## src/rtl/vga_timing_generator.sv

```systemverilog
// vga_timing_generator
// Free-running 640x480@60 Hz raster timing generator on the 25 MHz pixel clock.
// Produces hSync/vSync (active-low), the active-video qualifier, the current
// pixel coordinate and a one-cycle end-of-frame strobe (screenEnd).
// All outputs are registered and decoded from the next-state counter values,
// so each output always describes the counter state held in the same cycle.
// Optional feature: define VGA_TIMING_FRAME_CNT_EN to add a 16-bit frameCount
// output that increments each time the raster wraps back to (0,0).
module vga_timing_generator #(
    parameter int WIDTH   = 640,
    parameter int HEIGHT  = 480,
    parameter int H_FRONT = 16,
    parameter int H_SYNC  = 96,
    parameter int H_BACK  = 48,
    parameter int V_FRONT = 10,
    parameter int V_SYNC  = 2,
    parameter int V_BACK  = 33
) (
    input  logic       clk25,
    input  logic       reset,
    output logic       screenEnd,
    output logic       active,
    output logic       hSync,
    output logic       vSync,
    output logic [9:0] x,
    output logic [8:0] y
`ifdef VGA_TIMING_FRAME_CNT_EN
    ,
    output logic [15:0] frameCount
`endif
);

    localparam int H_TOTAL = WIDTH + H_FRONT + H_SYNC + H_BACK;
    localparam int V_TOTAL = HEIGHT + V_FRONT + V_SYNC + V_BACK;

    // Thresholds sized to the 10-bit counters so every compare is width-matched.
    localparam logic [9:0] H_LAST     = 10'(H_TOTAL - 1);
    localparam logic [9:0] V_LAST     = 10'(V_TOTAL - 1);
    localparam logic [9:0] H_VIS      = 10'(WIDTH);
    localparam logic [9:0] V_VIS      = 10'(HEIGHT);
    localparam logic [9:0] HS_START   = 10'(WIDTH + H_FRONT);
    localparam logic [9:0] HS_END     = 10'(WIDTH + H_FRONT + H_SYNC);
    localparam logic [9:0] VS_START   = 10'(HEIGHT + V_FRONT);
    localparam logic [9:0] VS_END     = 10'(HEIGHT + V_FRONT + V_SYNC);

    logic [9:0] hcount_q, hcount_d;
    logic [9:0] vcount_q, vcount_d;
    logic       screen_end_q, screen_end_d;
    logic       active_q, active_d;
    logic       hsync_q, hsync_d;
    logic       vsync_q, vsync_d;
    logic [9:0] x_q, x_d;
    logic [8:0] y_q, y_d;
    logic       h_wrap;
    logic       frame_wrap;

    // Next raster position: hCount wraps at the end of each line, vCount steps on that wrap.
    always_comb begin
        h_wrap     = (hcount_q == H_LAST);
        frame_wrap = h_wrap && (vcount_q == V_LAST);
        hcount_d   = h_wrap ? '0 : hcount_q + 10'd1;
        vcount_d   = vcount_q;
        if (h_wrap) begin
            vcount_d = (vcount_q == V_LAST) ? '0 : vcount_q + 10'd1;
        end
    end

    // Output decode from the next-state counters so registered outputs line up with the counters.
    always_comb begin
        active_d     = (hcount_d < H_VIS) && (vcount_d < V_VIS);
        hsync_d      = !((hcount_d >= HS_START) && (hcount_d < HS_END));
        vsync_d      = !((vcount_d >= VS_START) && (vcount_d < VS_END));
        x_d          = (hcount_d < H_VIS) ? hcount_d : '0;
        y_d          = (vcount_d < V_VIS) ? vcount_d[8:0] : '0;
        screen_end_d = (hcount_d == H_LAST) && (vcount_d == V_LAST);
    end

    // Counter and output registers; reset puts the raster at (0,0) immediately.
    always_ff @(posedge clk25 or negedge reset) begin
        if (!reset) begin
            hcount_q     <= '0;
            vcount_q     <= '0;
            screen_end_q <= 1'b0;
            active_q     <= 1'b1;
            hsync_q      <= 1'b1;
            vsync_q      <= 1'b1;
            x_q          <= '0;
            y_q          <= '0;
        end else begin
            hcount_q     <= hcount_d;
            vcount_q     <= vcount_d;
            screen_end_q <= screen_end_d;
            active_q     <= active_d;
            hsync_q      <= hsync_d;
            vsync_q      <= vsync_d;
            x_q          <= x_d;
            y_q          <= y_d;
        end
    end

    assign screenEnd = screen_end_q;
    assign active    = active_q;
    assign hSync     = hsync_q;
    assign vSync     = vsync_q;
    assign x         = x_q;
    assign y         = y_q;

`ifdef VGA_TIMING_FRAME_CNT_EN
    logic [15:0] frame_cnt_q, frame_cnt_d;

    // Frame counter steps on the edge where both counters wrap back to zero.
    always_comb begin
        frame_cnt_d = frame_wrap ? frame_cnt_q + 16'd1 : frame_cnt_q;
    end

    // Frame counter register, cleared by reset.
    always_ff @(posedge clk25 or negedge reset) begin
        if (!reset) begin
            frame_cnt_q <= '0;
        end else begin
            frame_cnt_q <= frame_cnt_d;
        end
    end

    assign frameCount = frame_cnt_q;
`else
    logic unused_frame_wrap;
    assign unused_frame_wrap = frame_wrap;
`endif

endmodule

```

## config.mk

```make
export PLATFORM = sky130hd
export DESIGN_NAME = vga_timing_generator
export DESIGN_NICKNAME = d
export VERILOG_FILES = /design/src/rtl/vga_timing_generator.sv
export SDC_FILE = /design/constraint.sdc
export NUM_CORES = 1
export LEC_CHECK = 0
export BUFFER_PORTS_ARGS = -buffer_cell sky130_fd_sc_hd__buf_2
export CAP_MARGIN = 20
export CORE_MARGIN = 2
export CORE_UTILIZATION = 55
export DETAILED_ROUTE_END_ITERATION = 16
export PLACE_DENSITY_LB_ADDON = 0.3
export SLEW_MARGIN = 30
export SYNTH_ARGS = -nofsm -noshare
export SYNTH_HDL_FRONTEND = slang
export SYNTH_SLANG_ARGS = --single-unit
```

## constraint.sdc

```tcl
create_clock -name clk25 -period 5.29 [get_ports clk25]
set_input_delay 1.3225 -clock clk25 [delete_from_list [all_inputs] [get_ports clk25]]
set_output_delay 1.3225 -clock clk25 [all_outputs]
set_load 0.01 [all_outputs]
```

Word-level counts from Yosys, hierarchy flattened
Index checks and enable logic that the tools add are counted.

Logic and storage cells: 31. Register bits after elaboration: 43.

Mux-type cells: 5. Reduce and logical (&&, ||, !) cells: 6. Equal/unequal tests: 4. Add/subtract/negate cells: 2. Magnitude comparators: 6.

Operators with widths (count): $eq A10 B10 Y1 const B (4); $mux W10 (4); $add A10 B1 Y10 const B (2); $lt A10 B10 Y1 const B (2); $lt A10 B9 Y1 const B (2); $ge A10 B10 Y1 const B (1); $ge A10 B9 Y1 const B (1); $mux W9 (1); $logic_and A1 B1 Y1 (4); $logic_not A1 Y1 (2).

Depth between registers and ports, before layout
Gate-level depths: netlist (run 1).

Word-level depth: 6. Gate-level depth with buffers: 9.

Least setup slack after synthesis (run 1)
Ideal clock, no wire load.

Path type: register -> register. From: reg hcount_q[0]. To: reg vsync_q (netlist: vSync). Library setup time: 0.088 ns. Data required time: 5.202 ns. Data arrival time: 2.315 ns. Slack: 2.887 ns. Clock period less this slack: 2.403 ns. Stages on the path, launching flop included: 8. Cells stage by stage: dfrtp_1 ha_1 nand4_2 or3_4 nor4_4 nor2_2 or4_1 or3_1.

Cells in the longest elaborated chain, start to end: 5.

Ends and longest elaborated chain: start, declared (line 46) `logic [9:0] hcount_q, hcount_d;`; start signal, assigned (line 90) `hcount_q <= hcount_d;`; $eq A10 B10 Y1 (*) (line 59) `h_wrap = (hcount_q == H_LAST);`; $mux W10 (*) (line 63) `if (h_wrap) begin`; $ge A10 B9 Y1 / $lt A10 B9 Y1 (equally long branches) (line 72) `vsync_d = !((vcount_d >= VS_START) && (vcount_d < VS_END));`; $logic_and A1 B1 Y1 (*) (line 72); $logic_not A1 Y1 (*) (line 72); via vsync_d (line 51) `logic vsync_q, vsync_d;`; end signal, assigned (line 95) `vsync_q <= vsync_d;`; end, declared (line 51).

The timed path passes the listed nets; every way through them passes the cells marked *.

Final worst setup path (run 1)
Ends and elaborated chain as after synthesis.

==> impl_results.md, run 1 <==
* Antenna violations before repair at 0
* Layout area overhead at 12.5%
* Post-synthesis mux area share at 0.492%
* Vias in the first global route at 1480
* Via-per-instance ratio at between 5 and 6
* Top-count cell post-synth: dfrtp_1
* FF-to-FF setup slack at roughly 2.6 ns
* Port bufs at 24
* FMAX at 0.378 GHz
* Setup bufs post-CTS at 0
* Slowest cell on crit path: or4_1
* Internal at 448 uW
* Clock Latency Late Sink at 0.30 ns
* Cell Area, Synth at about 2000 sq um
* TritonCTS clock tree: done
* Startpoint types: register
* DRT Pass-1 Iters at 4
* GRT Total Usage at between 20 and 25%
* Comb pwr share at under 10%
* Crit path to: vSync$_DFF_PN1_
* Max stage delay on crit path at between 0.4 and 0.5 ns
* Worst path arrival time at around 2.9 ns
* Final worst setup slack at between 2 and 3 ns
* Share of layout cells above drive strength 1 at a little under a fifth
* # hold bufs at CTS at 0
* Switch Pwr at 110 uW
* Sink Count at 43
* Hold Path Class: register to register
* Post-synthesis sequential area ratio at between 50% and 60%
* Hold slack at between 0.5 and 0.6 ns
* Num ports at 25
* Final worst path period share at 50.0%
* Syn_nets at 202
* CP Buf/Inv Count at 0
* Die ar. at 4200 sq um
* Initial Utilization at ~56%
* P_leak at ~0.0011 uW
* Synth Area in Simple Gates at between 20% and 30%
* Compound-gate portion of the synthesized area at a little under a tenth
* DPL Wire Length at about 2.8 mm
* Clock buffer depth at 2
* Routed wire length at approximately 3.9 mm
* Worst setup EP type: register
* FF-to-FF End: vSync$_DFF_PN1_
* Synth Instances at between 150 and 200
* First-pass GRT wire length at between 6 and 7 mm
* GRT overflow at 0
* Synth Area in Adders at 2.46%
* Unique masters post-synth at 46
* Synth Area in XOR/XNOR at under 10%
* Relative slew slack at about 50%
* Pre-CTS WS at 2.67 ns
* Worst IR Drop VDD at between 150 and 200 uV
* Post-DR wirelength/cell at 14.6 um
* Die Height at 64.8 um
* Unrepaired setup endpoints after global routing: false
* Flops & latches, synth at between 40 and 50
* YS warnings at 0
* Final number of max-transition violations at 0
* Critical path required time at between 5 and 6 ns
* FP Rows at 22
* Setup_tns at 0 ns
* Setup-failing EPs final at 0
* Max-cap violations at 0
* Switching Share at 19.8%
* Largest net degree at the start of global routing at 44
* Fin area at between 2000 and 2500 sq um
* Prevailing post-synth register cell: dfrtp_1
* Origin of the critical flop-to-flop path: hcount_q[0]$_DFF_PN0_
* Final Hold Viols at 0
* Worst Tran Pin Value at approximately 0.75 ns
* Post_cts resized at 0
* Family with the most delay on the worst path: simple AND/OR/NAND/NOR gates
* Pwr Density at 244 nW/um^2
* Top cells by area, synth: dfrtp_1 (49%), nor2_1 (4.1%), dfstp_2 (3.9%)
* Dominant cell type by area after synthesis: dfrtp_1
* Clk_skew at 0.00540 ns
* Antenna viol nets, final at 0
* Placement Cell Area at roughly 2200 sq um
* Crit-path max FO at 13
* Combinational family with the most area after synthesis: simple AND/OR/NAND/NOR gates
* H-tree Lvls at 2
* Hold path startpoint: vcount_q[9]$_DFF_PN0_
* Tot Pwr at 559 uW
* Yosys top cell area share at roughly half
* Commonest cells post-synth: dfrtp_1 (40), nor2_1 (22), inv_1 (18), nand2_1 (12), nand3_1 (8)
* Outcome: finished, final reports clean
* GPL Wtd Cong at 0.828
* EDFF count, synth at 0
* Mean Syn Cell Area at slightly above 10 sq um
* CORE AREA at about 3600 sq um
* CTS buffer count at 5
* Ant. Diodes at 0
* DRC viols at 0
* Via count at 1476
* CP startpoint: hcount_q[0]$_DFF_PN0_
* Crit path depth at 7
* Register-to-Register Path Depth at 7
* CTS clk-pin slew, worst paths at around 0.080 ns
* Final #Nets at around 230
* CP cell instances: ha_1, nand4_2, or3_4, nor4_4, nor2_2, or4_1, or3_1
* Clock share of power at between 40% and 50%
* Sequential Power Share at between 50% and 60%
* Tmin final at 2.64 ns
* Die Wd at ~65 um
* Async SR Flop Fraction at between 90% and 100%
* Initial DRC Count at 118
* Clock Tree Root: clkbuf_8
* Setup CP Type: register to register
## registers in the layout, summed over array words and instances, names as in the netlist
register	flops
hcount_q	10
hSync	1
vSync	1
x	10
active	1
screenEnd	1
y	9
vcount_q	10
## worst min-delay path by stage
stage / end / slack [ns] / cells past startpoint
4_1_cts: y[7]$_DFF_PN0_ / 0.53 / 1
3_3_place_gp: hcount_q[0]$_DFF_PN0_ / 0.51 / 1
3_5_place_dp: y[7]$_DFF_PN0_ / 0.50 / 1
5_1_grt: y[7]$_DFF_PN0_ / 0.56 / 1
6_report: y[7]$_DFF_PN0_ / 0.53 / 1
2_1_floorplan: y[7]$_DFF_PN0_ / 0.46 / 1
## power by group through the flow
stage	logic [uW]	clock network [uW]	registers (uW)
6_report	6.25	224	329
5_1_grt	7.87	242	328
4_1_cts	6.53	228	329
3_5_place_dp	6.64	0	335
3_3_place_gp	6.53	0	335
2_1_floorplan	0.000377	0	335
## placed cells by master, fill, tap and decap left out, types with 2 or more instances in the layout
master    Yosys  final
a211oi_1      2      2
a21oi_1       5      5
a31oi_1       2      2
a41oi_1       2      2
and3_1        2      2
and4_1        4      4
buf_2         2     23
clkbuf_8      0      7
dfrtp_1      40     40
dfstp_2       3      3
ha_1          4      4
inv_1        18     18
nand2_1      12     12
nand2b_1      2      2
nand3_1       8      8
nand3b_1      3      3
nand4_1       3      3
nor2_1       22     22
nor2b_1       3      3
nor3_1        6      6
nor3b_1       3      3
nor4_1        3      3
o211a_1       3      3
o21ai_0       6      6
o31ai_1       2      2
xnor2_1       6      6
xor2_1        6      6
## layer usage
metal	global-route usage, %	wire, um	vias up
li1	-	-	729
met1	28.1	1780	708
met2	36.0	1900	31
met3	4.34	159	8
met4	10.9	80	0
met5	0	0	-
## final cells by class
class	instances	area, sq um
Sequential cell	43	1080
Timing Repair Buffer	24	123
Tap cell	48	60.1
Fill cell	300	1320
Clock buffer	8	100
Multi-Input combinational cell	128	858
Inverter	18	67.6
## metrics by stage
stage,util (%),std cells
after floorplan,-,196
after global placement,60.6,261
after detailed placement,60.6,261
after CTS,63.4,269
after global routing,63.5,269
final,63.5,269
## cells by family after synthesis
logic type               after synthesis
AO/OA/AOI/OAI                         28
AND/OR/NAND/NOR                       83
flip-flops                            43
buffers and inverters                 25
adder cells (fa/ha/maj)                4
multiplexers                           1
XOR/XNOR                              12
No activity file was read; power rests on OpenSTA's default activity.
==> run 2: changes to the inputs <==
==> constraint.sdc (replaced) <==
create_clock -name clk25 -period 2.53 [get_ports clk25]
set_input_delay 0.6325 -clock clk25 [delete_from_list [all_inputs] [get_ports clk25]]
set_output_delay 0.6325 -clock clk25 [all_outputs]
set_load 0.01 [all_outputs]
==> impl_results.md, run 2 (synthesized netlist as in run 1, its figures left out) <==
* Largest net degree at the start of global routing at 30 (-32%)
* Ant. Diodes at 0 (unchanged)
* DPL Wire Length at 2.97 mm (+7.1%)
* Slowest cell on crit path: dfrtp_1
* Origin of the critical flop-to-flop path: hcount_q[1]$_DFF_PN0_
* Num ports at 25 (unchanged)
* Port bufs at 24 (unchanged)
* Hold Path Class: input pin to asynchronous set/reset pin
* Outcome: finished, final reports clean
* Vias in the first global route at 1505 (+1.7%)
* CP cell instances: ha_1, buf_4, and4_1, and4_1, mux2i_1, nand2_1, or4_1, or3_1
* Max-cap violations at 0 (unchanged)
* Crit-path max FO at 5 (-8)
* Die ar. at 4200 sq um (unchanged)
* FP Rows at 22 (unchanged)
* GPL Wtd Cong at 0.948 (+14%)
* Clock Latency Late Sink at 0.30 ns (about the same)
* Most Frequent Cell on Critical Path: and4_1
* # hold bufs at CTS at 0 (unchanged)
* Commonest non-fill, non-tap cell in the layout: dfrtp_1
* Clock Tree Root: clkbuf_8
* P_leak at 0.00116 uW (+6.6%)
* Setup CP Type: register to register
* Worst setup EP type: register
* Startpoint types: register
* H-tree Lvls at 2 (unchanged)
* GRT overflow at 0 (unchanged)
* Pwr Density at 463 nW/um^2 (+90%)
* Final worst path period share at 91.3% (+41 points)
* Final #Nets at 243 (+7.5%)
* FF-to-FF setup slack at 0.22 ns (-2.43 ns)
* Worst path arrival time at 2.53 ns (-0.33 ns)
* Register-to-Register Path Depth at 8 (+1)
* Most frequent cells in the layout: dfrtp_1 (39), buf_2 (24), nor2_1 (22)
* Routed wire length at 3.97 mm (+1.4%)
* Clk_skew at 0.00758 ns (+0.00218 ns)
* Setup-failing EPs final at 0 (unchanged)
* Worst IR Drop VDD at 369 uV (+110%)
* Via-per-instance ratio at 5.45 (-0.59%)
* DRC viols at 0 (unchanged)
* TritonCTS clock tree: done
* Antenna viol nets, final at 0 (unchanged)
* Critical path required time at 2.75 ns (-2.76 ns)
* DRT Pass-1 Iters at 4 (unchanged)
* Relative slew slack at 60.4% (+10 points)
* Post-DR wirelength/cell at 13.9 um (-4.7%)
* Tmin final at 2.31 ns (-0.334 ns)
* CTS clk-pin slew, worst paths at 0.08 ns (about the same)
* FF-to-FF End: vSync$_DFF_PN1_
* Final number of max-transition violations at 0 (unchanged)
* Worst Tran Pin Value at 0.594 ns (-0.152 ns)
* Antenna violations before repair at 0 (unchanged)
* FMAX at 0.433 GHz (+14%)
* Setup_tns at 0 ns (unchanged)
* Tot Pwr at 1110 uW (+99%)
* Max stage delay on crit path at 0.40 ns (-0.08 ns)
* Layout area overhead at 17.8%
* Initial Utilization at 56.4% (unchanged)
* Die Height at 64.8 um (unchanged)
* Share of layout cells above drive strength 1 at 24.4% (+5.8 points)
* Clock buffer depth at 2 (unchanged)
* CTS buffer count at 5 (unchanged)
* Unrepaired setup endpoints after global routing: false
* CORE AREA at 3610 sq um (unchanged)
* Layout fillers at 295 (-1.7%)
* Initial DRC Count at 106 (-10%)
* Sink Count at 43 (unchanged)
* Die Wd at 64.8 um (unchanged)
* GRT Total Usage at 22.6% (+0.57 points)
* First-pass GRT wire length at 7.13 mm (+3.3%)
* Final Hold Viols at 0 (unchanged)
* Via count at 1560 (+5.7%)
[run 2: cell types whose count changed in the layout (fill, tap and decap cells not counted), sizes merged]
cell and delta:
buf +17, clkbuf -1, clkinv +1
[run 2: timing repair]
action / CTS / global route
setup endpoints to repair: 0 / 1
resized for setup: 0 / 1
buffers inserted: 0 / 0
endpoints found under the hold margin: 0 / 0
[run 2: where the power goes]
| group | leakage (uW) | internal, uW | switching, uW |
|---|---|---|---|
| logic | 0.000556 | 2.54 | 12.5 |
| clock network | 0.0000422 | 193 | 215 |
| registers | 0.000560 | 687 | 0 |
[run 2: metrics by stage]
stage	setup WS [ns]	utilization [%]	hold slack (ns)	instance area, sq um	cells
after global placement	0.256	64.2	0.521	2310	278
after global routing	0.00369	66.4	0.392	2400	286
final	0.219	66.4	0.329	2400	286
after floorplan	0.127	-	0.337	2030	196
after CTS	0.209	66.4	0.352	2390	286
after detailed placement	0.229	64.2	0.512	2310	278
[run 2: critical path: cells and delay by family, from the launching register on]
family | cells | cell delay [ns]
AND/OR/NAND/NOR | 5 | 1.25
flip-flops | 1 | 0.40
multiplexers | 1 | 0.25
adder cells (fa/ha/maj) | 1 | 0.20
buffers and inverters | 1 | 0.15
[run 2: how the worst max path moves through the flow]
stage / startpoint / end / depth (start not counted)
3_3_place_gp: hcount_q[7]$_DFF_PN0_ / vSync$_DFF_PN1_ / 6
2_1_floorplan: hcount_q[0]$_DFF_PN0_ / vSync$_DFF_PN1_ / 7
5_1_grt: hcount_q[7]$_DFF_PN0_ / vSync$_DFF_PN1_ / 6
3_5_place_dp: hcount_q[7]$_DFF_PN0_ / vSync$_DFF_PN1_ / 6
4_1_cts: hcount_q[7]$_DFF_PN0_ / vSync$_DFF_PN1_ / 6
6_report: hcount_q[1]$_DFF_PN0_ / vSync$_DFF_PN1_ / 8
[run 2: layer usage]
layer / track usage (%) / wire length, um / up-vias / part of all wire [%]
li1: - / - / 758 / -
met1: 29.2 / 1770 / 750 / 44
met2: 36.0 / 1890 / 42 / 47
met3: 5.90 / 207 / 10 / 5.2
met4: 9.84 / 109 / 0 / 2.7
met5: 0 / 0 / - / 0
[run 2: final cells by class]
class                      count  area (sq um)  share of cell area, %
timing repair buffer          41           248                   10.3
clock buffer                   7          76.3                   3.19
multi-input combinational    128           858                   35.8
clock inverter                 1          5.00                  0.209
tap                           48          60.1                   2.51
sequential                    43          1080                   45.1
inverter                      18          67.6                   2.82
==> run 3: changes to the inputs <==
--- a/config.mk
+++ b/config.mk
@@ -5,7 +5,7 @@
 export SDC_FILE = /design/constraint.sdc
 export NUM_CORES = 1
 export LEC_CHECK = 0
-export BUFFER_PORTS_ARGS = -buffer_cell sky130_fd_sc_hd__buf_2
+export BUFFER_PORTS_ARGS = -buffer_cell sky130_fd_sc_hd__buf_4
 export CAP_MARGIN = 20
 export CORE_MARGIN = 2
 export CORE_UTILIZATION = 55
==> impl_results.md, run 3 (synthesized netlist as in run 1, its figures left out) <==
* Worst setup EP type: register
* TritonCTS clock tree: done
* Post-DR wirelength/cell at 15.4 um (+11%)
* Max-cap violations at 0 (unchanged)
* Antenna viol nets, final at 0 (unchanged)
* Family with the most delay on the worst path: simple AND/OR/NAND/NOR gates
* GRT overflow at 0 (unchanged)
* Switch Pwr at 234 uW (+3.0%)
* Crit-path max FO at 7 (+2)
* Commonest non-fill, non-tap cell in the layout: dfrtp_1
* Outcome: finished, final reports clean
* FMAX at 0.428 GHz (-1.1%)
* GRT Total Usage at 24.3% (+1.6 points)
* H-tree Lvls at 2 (unchanged)
* Pre-CTS WS at 0.142 ns (-0.0866 ns)
* First-pass GRT wire length at 7.67 mm (+7.5%)
* Setup CP Type: register to register
* DPL Wire Length at 3.17 mm (+6.5%)
* CP startpoint: vcount_q[0]$_DFF_PN0_
* Largest net degree at the start of global routing at 44 (+47%)
* CORE AREA at 3610 sq um (unchanged)
* DRT Pass-1 Iters at 4 (unchanged)
* Hold Path Class: input pin to asynchronous set/reset pin
* Startpoint types: register
* Vias in the first global route at 1643 (+9.2%)
* # hold bufs at CTS at 0 (unchanged)
* FP Rows at 22 (unchanged)
* CP cell instances: inv_1, ha_1, nor4b_1, and4_1, o21ai_0, a21o_1, or4_1, or3_1
* Tot Pwr at 1140 uW (+2.9%)
* Num ports at 25 (unchanged)
* Critical path required time at 2.75 ns (about the same)
* CTS clk-pin slew, worst paths at 0.08 ns (about the same)
* Routed wire length at 4.35 mm (+9.5%)
* Via count at 1551 (-0.58%)
* Setup-failing EPs final at 0 (unchanged)
* Via-per-instance ratio at 5.50 (+0.83%)
* Final Hold Viols at 0 (unchanged)
* Final number of max-transition violations at 0 (unchanged)
* Relative slew slack at 65.7% (+5.3 points)
* Sink Count at 43 (unchanged)
* Clock share of power at 38.7% (+2.0 points)
* Die ar. at 4200 sq um (unchanged)
* Max stage delay on crit path at 0.46 ns (+0.06 ns)
* P_leak at 0.00116 uW (-0.18%)
* Worst Tran Pin Value at 0.515 ns (-0.0792 ns)
* Clock Latency Late Sink at 0.30 ns (about the same)
* Hold slack at 0.309 ns (-0.0205 ns)
* Final worst setup slack at 0.193 ns (-0.0258 ns)
* GPL Wtd Cong at 0.968 (+2.1%)
* Origin of the critical flop-to-flop path: vcount_q[0]$_DFF_PN0_
* Setup bufs post-CTS at 0 (unchanged)
* Switching Share at 20.5% (+0.032 points)
* Pwr Density at 467 nW/um^2 (+0.76%)
* Die Wd at 64.8 um (unchanged)
* Tmin final at 2.34 ns (+0.0258 ns)
* Worst IR Drop VDD at 338 uV (-8.3%)
* Setup_tns at 0 ns (unchanged)
* Port bufs at 24 (unchanged)
* Initial DRC Count at 85 (-20%)
* Comb pwr share at 1.2% (-0.2 points)
* Post-layout util at 67.8% (+1.4 points)
* Unrepaired setup endpoints after global routing: false
* Clk_skew at 0.00434 ns (-0.00324 ns)
* Ant. Diodes at 0 (unchanged)
* Post_cts resized at 0 (unchanged)
* Most frequent cells in the layout: dfrtp_1 (39), buf_4 (37), nor2_1 (22)
* Antenna violations before repair at 0 (unchanged)
* Die Height at 64.8 um (unchanged)
* Initial Utilization at 56.4% (unchanged)
* CTS buffer count at 5 (unchanged)
* Share of layout cells above drive strength 1 at 24.4% (about the same)
* Clock Tree Root: clkbuf_8
* Internal at 908 uW (+2.8%)
* Slowest cell on crit path: dfrtp_1
* Final #Nets at 239 (-1.6%)
* Sequential Power Share at 60.2% (-1.7 points)
* DRC viols at 0 (unchanged)
* Clock buffer depth at 2 (unchanged)
* Layout area overhead at 20.2%
* Worst path arrival time at 2.56 ns (+0.03 ns)
* CP Buf/Inv Count at 1 (unchanged)
* Final worst path period share at 92.4% (+1.0 points)
run 3: cell types whose count changed in the layout (fill, tap and decap cells not counted), sizes merged:
cell and change:
buf -4
run 3: final timing paths:
check / cells after the start / end / slack, ns
worst max-delay path: 8 / vSync$_DFF_PN1_ / 0.19
worst min-delay path: 1 / y[3]$_DFF_PN0_ / 0.31
worst max register to register: 8 / vSync$_DFF_PN1_ / 0.19
worst min register to register: 1 / hcount_q[0]$_DFF_PN0_ / 0.50
max in group asynchronous: 1 / hcount_q[0]$_DFF_PN0_ / 1.84
min in group clk25: 1 / hcount_q[0]$_DFF_PN0_ / 0.50
run 3: routing by layer:
layer | GRT usage [%] | part of all wire (%)
met5 | 0 | 0
met2 | 41.8 | 51
met1 | 28.8 | 42
met3 | 4.69 | 4.7
met4 | 12.5 | 2.3
run 3: power by group through the flow:
stage / clock network (uW) / logic, uW / registers, uW
after detailed placement: 0 / 14.5 / 700
after global routing: 484 / 16.2 / 687
after floorplan: 0 / 0.000377 / 701
final: 442 / 13.2 / 687
after global placement: 0 / 13.7 / 700
after CTS: 456 / 14.4 / 687
run 3: layout make-up:
type                            count  area, sq um
Clock buffer                        7         86.3
Clock inverter                      1         5.00
Fill cell                         292         1160
Inverter                           18         67.6
Multi-Input combinational cell    128          868
Sequential cell                    43         1080
Tap cell                           48         60.1
Timing Repair Buffer               37          278
run 3: worst reg2reg max path, stage by stage (launching register included):
cell and delay [ns]:
dfrtp_1 0.46, inv_1 0.09, ha_1 0.14, nor4b_1 0.24, and4_1 0.27, o21ai_0 0.09
a21o_1 0.20, or4_1 0.45, or3_1 0.31
run 3: stage by stage:
stage          std cells  instance area, sq um
2_1_floorplan        196                  2030
3_3_place_gp         274                  2340
3_5_place_dp         274                  2340
4_1_cts              282                  2430
5_1_grt              282                  2450
6_report             282                  2450
